## config.mk

```make
export PLATFORM = sky130hd
export DESIGN_NAME = accel_frame_averager
export DESIGN_NICKNAME = d
export VERILOG_FILES = /design/src/rtl/accel_pkg.sv /design/src/rtl/accel_frame_averager_axis.sv /design/src/rtl/accel_frame_averager.sv
export SDC_FILE = /design/constraint.sdc
export NUM_CORES = 1
export LEC_CHECK = 0
export CORE_MARGIN = 2
export CORE_UTILIZATION = 33
export CTS_CLUSTER_SIZE = 10
export DETAILED_ROUTE_END_ITERATION = 8
export SYNTH_ARGS = -nofsm -noshare
export SYNTH_HDL_FRONTEND = slang
export SYNTH_HIERARCHICAL = 1
export SYNTH_SLANG_ARGS = --single-unit
```

## constraint.sdc

```tcl
create_clock -name clk -period 6.9 [get_ports clk]
set_input_delay 1.38 -clock clk [delete_from_list [all_inputs] [get_ports clk]]
set_output_delay 1.38 -clock clk [all_outputs]
set_load 0.02 [all_outputs]
```

## src/rtl/accel_pkg.sv

```systemverilog
// Shared types and constants for the accelerometer frame averager.
// Imported by the top and the per-axis accumulator.
package accel_pkg;

  typedef enum logic [1:0] {
    IDLE,
    COLLECT,
    DROP,
    ACCUM
  } state_t;

  localparam int BYTES_PER_FRAME = 3;
  localparam int NUM_AXES        = 3;

  localparam logic [1:0] AXIS_X = 2'd0;
  localparam logic [1:0] AXIS_Y = 2'd1;
  localparam logic [1:0] AXIS_Z = 2'd2;

endpackage

```

## src/rtl/accel_frame_averager_axis.sv

```systemverilog
// One axis: signed running sum over the window, then the
// floored average split into sign and saturated magnitude.
module axis_accumulator
  import accel_pkg::*;
#(
  parameter int AVG_LOG2 = 2
) (
  input  logic       clk,
  input  logic       rst,
  input  logic       add_en,
  input  logic       clr,
  input  logic [7:0] sample,
  output logic [7:0] avg,
  output logic [6:0] mag,
  output logic       neg
);

  localparam int AW = 8 + AVG_LOG2;

  logic signed [AW-1:0] r_acc;
  logic signed [AW-1:0] w_ext;
  logic signed [AW-1:0] w_sum;
  logic signed [AW-1:0] w_shr;
  logic        [7:0]    w_avg;
  logic        [7:0]    w_inv;
  logic        [6:0]    w_mag;

  assign w_ext = AW'($signed(sample));
  assign w_sum = r_acc + w_ext;
  assign w_shr = w_sum >>> AVG_LOG2;
  assign w_avg = 8'(w_shr);
  assign w_inv = 8'd0 - w_avg;

  // Magnitude of the average; -128 has no positive twin so clamp to 127.
  always_comb begin
    w_mag = w_avg[6:0];
    if (w_avg[7]) begin
      w_mag = (w_avg == 8'h80) ? 7'h7f : w_inv[6:0];
    end
  end

  // Add the sample; on the closing sample publish and restart the sum.
  always_ff @(posedge clk or posedge rst) begin
    if (rst) begin
      r_acc <= '0;
      avg   <= '0;
      mag   <= '0;
      neg   <= 1'b0;
    end else if (add_en) begin
      if (clr) begin
        r_acc <= '0;
        avg   <= w_avg;
        mag   <= w_mag;
        neg   <= w_avg[7];
      end else begin
        r_acc <= w_sum;
      end
    end
  end

endmodule

```

## src/rtl/accel_frame_averager.sv

```systemverilog
// Assembles X/Y/Z bytes of each SPI read burst into a sample and
// averages 2^AVG_LOG2 samples per axis for the display decoders.
module accel_frame_averager
  import accel_pkg::*;
#(
  parameter int AVG_LOG2 = 2
) (
  input  logic       clk,
  input  logic       rst,
  input  logic       frame_start,
  input  logic       frame_end,
  input  logic       byte_valid,
  input  logic [7:0] byte_data,
  output logic [7:0] x_avg,
  output logic [7:0] y_avg,
  output logic [7:0] z_avg,
  output logic [6:0] x_mag,
  output logic [6:0] y_mag,
  output logic [6:0] z_mag,
  output logic       x_neg,
  output logic       y_neg,
  output logic       z_neg,
  output logic       out_valid,
  output logic       frame_err
);

  localparam logic [4:0] WIN_LAST =
    5'((1 << AVG_LOG2) - 1);
  localparam logic [1:0] IDX_LAST =
    2'(BYTES_PER_FRAME - 1);

  state_t r_state;
  state_t w_state_nx;

  logic [1:0] r_idx;
  logic [1:0] w_idx_nx;
  logic [4:0] r_cnt;
  logic [4:0] w_cnt_nx;

  logic [NUM_AXES-1:0][7:0] r_hold;
  logic [NUM_AXES-1:0]      w_cap;

  logic w_err_nx;
  logic w_add;
  logic w_last;
  logic r_valid;
  logic r_err;

  // Next state, byte steering and window bookkeeping.
  always_comb begin
    w_state_nx = r_state;
    w_idx_nx   = r_idx;
    w_cnt_nx   = r_cnt;
    w_cap      = '0;
    w_err_nx   = 1'b0;
    w_add      = 1'b0;
    w_last     = 1'b0;

    if (r_state == ACCUM) begin
      w_add      = 1'b1;
      w_last     = (r_cnt == WIN_LAST);
      w_cnt_nx   = w_last ? 5'd0 : r_cnt + 5'd1;
      w_state_nx = IDLE;
    end

    if (frame_start) begin
      w_state_nx = COLLECT;
      w_idx_nx   = 2'd0;
      if (byte_valid) begin
        w_cap[AXIS_X] = 1'b1;
        w_idx_nx      = 2'd1;
      end
    end else begin
      unique case (r_state)
        COLLECT: begin
          if (byte_valid) begin
            w_cap[r_idx] = 1'b1;
            w_idx_nx     = r_idx + 2'd1;
          end
          if (byte_valid && r_idx == IDX_LAST) begin
            w_state_nx = frame_end ? ACCUM : DROP;
          end else if (frame_end) begin
            w_state_nx = IDLE;
            w_err_nx   = 1'b1;
          end
        end
        DROP: begin
          if (frame_end) w_state_nx = ACCUM;
        end
        default: begin
        end
      endcase
    end
  end

  // Control state, counters and one-cycle strobes.
  always_ff @(posedge clk or posedge rst) begin
    if (rst) begin
      r_state <= IDLE;
      r_idx   <= '0;
      r_cnt   <= '0;
      r_valid <= 1'b0;
      r_err   <= 1'b0;
    end else begin
      r_state <= w_state_nx;
      r_idx   <= w_idx_nx;
      r_cnt   <= w_cnt_nx;
      r_valid <= w_add & w_last;
      r_err   <= w_err_nx;
    end
  end

  // Holding registers for the axis bytes of the current burst.
  always_ff @(posedge clk or posedge rst) begin
    if (rst) begin
      r_hold <= '0;
    end else begin
      for (int a = 0; a < NUM_AXES; a++) begin
        if (w_cap[a]) r_hold[a] <= byte_data;
      end
    end
  end

  axis_accumulator #(.AVG_LOG2(AVG_LOG2)) u_x (
    .clk    (clk),
    .rst    (rst),
    .add_en (w_add),
    .clr    (w_last),
    .sample (r_hold[AXIS_X]),
    .avg    (x_avg),
    .mag    (x_mag),
    .neg    (x_neg)
  );

  axis_accumulator #(.AVG_LOG2(AVG_LOG2)) u_y (
    .clk    (clk),
    .rst    (rst),
    .add_en (w_add),
    .clr    (w_last),
    .sample (r_hold[AXIS_Y]),
    .avg    (y_avg),
    .mag    (y_mag),
    .neg    (y_neg)
  );

  axis_accumulator #(.AVG_LOG2(AVG_LOG2)) u_z (
    .clk    (clk),
    .rst    (rst),
    .add_en (w_add),
    .clr    (w_last),
    .sample (r_hold[AXIS_Z]),
    .avg    (z_avg),
    .mag    (z_mag),
    .neg    (z_neg)
  );

  assign out_valid = r_valid;
  assign frame_err = r_err;

endmodule

```

==> flow_summary_export.csv <==
group,metric,value,unit
floorplanning,fp.dieW,144,µm
clocking,cts_max_path_buffers,2,
floorplanning,coreArea,19400,µm²
critical_path,end_kind,"flop",
routing,wl,13.8,mm
placed_design,dpl.hpwl,9.87,mm
synthesis,yosysSeqAreaShare,42.4,%
layout,finalNonFillerCells,950,
floorplanning,die-area,20800,µm²
routing,first_pass_iters,4,
synthesis,synth_area_leader_cell,"dfrtp_1",
clocking,clk_latency,0.36,ns
clocking,postCtsResizedCells,0,
synthesis,syn-num-nets,695,
run_status,outcome,"completed",
pwr,clkPwrFrac,20.0,%
layout,area_growth,15.9,%
layout,antenna_cells,0,
synthesis,ys_seq_elements,110,
timing,fin_crit,3.13,ns
timing,finalSetupViolCount,0,
synthesis,synthArstFlopShare,100,%
routing,vias,4766,
clocking,cts-root-buf,"clkbuf_16",
timing,finalCritPeriodShare,45.3,%
synthesis,synth_top_area_share,42.4,%
clocking,cts_buffers,9,
global_route,antenna_found_initial,0,
clocking,cts_hold_buffers,0,
layout,postLayoutCoreUtil,38.8,%
synthesis,synth.distinct_cells,72,
critical_path,cp-start-kind,"flop",
pwr,power_frac_comb,48.0,%
critical_path,criticalPathCategory,"flop to flop",
timing,report.final.hold_viol_count,0,
synthesis,synth_edf_count,0,
pwr,power.switching,1.10,mW
timing,skew,0.0141,ns
routing,vias_per_cell,5.02,
pwr,p_seq_share,32.0,%
layout,finalNetCount,734,
synthesis,avgSynthCellArea,10.1,µm²
synthesis,netlist_top_cells_area,"dfrtp_1, ha_1, mux2_2",
timing,maxSlewViolCount,0,
placed_design,gp_congestion,0.784,
clocking,cts_tree,"built",
timing,rsz0062_at_grt,"false",
global_route,grt_max_degree,49,
layout,drive_gt1_share,12.4,%
run,drv_cap,0,
clocking,htree_num_levels,3,
global_route,grt_pass1_vias,4604,
global_route,grt_overflow,0,
pwr,peakVddDrop,0.164,mV
pwr,swShare,42.6,%
routing,wl_per_cell,14.5,µm
critical_path,required,7.13,ns
synthesis,yosys_warnings,6,
timing,maxSlewHeadroom,23.8,%
timing,holdWs,0.481,ns
floorplanning,rows,51,
critical_path,critPathArrivalTime,3.35,ns
placed_design,place_inst,934,
clocking,postCtsSetupRepairBufs,0,
min_path,hold_class,"flop to flop",
floorplanning,dieHeight,144,µm
timing,fmax,320,MHz
routing,drc,0,
synthesis,synth_ff_type,"dfrtp_1",
pwr,internal-power,1.48,mW
global_route,grt_pass1_wl,23.2,mm
pwr,power.density,342,nW/µm²
synthesis,syn-instance-count,641,
synthesis,synthTopCellsByCount,"dfrtp_1, nand2_1, inv_1",
floorplanning,ioPinCount,63,
placed_design,port_buffers,62,
synthesis,yosysMostFrequentCell,"dfrtp_1",
timing,fin_tns_setup,0,ns
clocking,path_clk_slew,0.08,ns
clocking,clock_sinks,110,
critical_path,critPathMaxFanout,48,
synthesis,synth_area,6490,µm²
pwr,power_leakage,3.29,nW
global_route,grt_usage,14.0,%
routing,ant_nets,0,
placed_design,pre_cts_ws,3.74,ns
floorplanning,initial_core_util,33.5,%
timing,worstMarginPinSlew,1.13,ns
timing,fin_ws,3.77,ns
routing,drtIter0Drc,260,
cell usage in the layout (no fill, tap or decap), types with 7 or more instances in the layout:
cell and n:
a21o_1 7, a21oi_1 26, a21oi_2 7, a31oi_1 10, and3_1 10, clkbuf_16 9
clkdlybuf4s50_1 62, dfrtp_1 110, ha_1 38, inv_1 49, mux2_2 25, nand2_1 55
nand3_1 14, nand4_1 8, nand4b_1 8, nor2_1 34, nor3_1 12, o21ai_0 20
o22ai_1 35, xnor2_1 18, xor2_1 14
path summary, 6_finish.rpt:
path	startpoint	end	slack [ns]	cells past startpoint
max	r_state[1]	u_z/mag[5]	3.77	9
min	u_y/avg[5]	u_y/avg[5]	0.48	2
max reg2reg	r_state[1]	u_z/mag[5]	3.77	9
min reg2reg	u_y/avg[5]	u_y/avg[5]	0.48	2
max in group asynchronous	rst	u_y/r_acc[7]	4.53	2
min in group asynchronous	rst	r_hold[5]	1.51	2
state kept, by name, summed over array words and instances, names as in the netlist, 2 cells and up:
register	flops
u_y/r_acc	10
u_x/mag	7
u_z/r_acc	10
u_y/mag	7
u_z/mag	7
u_x/avg	8
u_z/avg	8
r_idx	2
u_y/avg	8
u_x/r_acc	10
r_hold	24
r_cnt	5
r_state	2
critical path, cell delays in order (launching register included):
cell and delay (ns):
dfrtp_1 0.39, ha_1 0.16, buf_4 0.43, nand2_1 0.18, nor4_2 0.38, buf_4 0.29, and2_1 0.46, nand2_1 0.13
a2111oi_0 0.47, nor3_1 0.10
power groups by stage:
| stage | clock, mW | combinational, mW | sequential [mW] |
|---|---|---|---|
| after floorplan | 0 | 1.06 | 0.814 |
| after global placement | 0 | 1.22 | 0.836 |
| after detailed placement | 0 | 1.23 | 0.839 |
| after CTS | 0.535 | 1.24 | 0.826 |
| after global routing | 0.561 | 1.38 | 0.839 |
| final | 0.514 | 1.24 | 0.824 |
metal layers:
layer	wire length, µm	global-route usage, %	up-vias
li1	-	-	2381
met1	7010	19.8	2320
met2	6280	21.7	52
met3	328	2.05	13
met4	188	5.01	0
met5	0	0	-
cell type report:
type,instances,area [µm²]
repair buffers,66,651
clock buffers,11,243
clock inverters,5,47.5
well taps,265,332
flip-flops and latches,110,2750
multi-input cells,444,3310
fillers,1957,11900
inverters,49,184
per-stage QoR:
| step | power, mW | area [µm²] |
|---|---|---|
| after detailed placement | 2.07 | 7230 |
| final | 2.57 | 7520 |
| after floorplan | 1.88 | 6490 |
| after global placement | 2.06 | 7230 |
| after CTS | 2.60 | 7520 |
| after global routing | 2.78 | 7520 |
cell families (layout without fill, tap and decap cells):
logic type	Yosys count	count (layout)	synth area share, %
AND/OR/NAND/NOR	189	189	17.1
XOR/XNOR	32	32	4.32
multiplexers	28	28	4.80
buffers and inverters	87	131	6.63
flip-flops	110	110	42.4
adder cells (fa/ha/maj)	41	41	8.25
AO/OA/AOI/OAI	154	154	16.5
(Power assumes the default switching activity.)
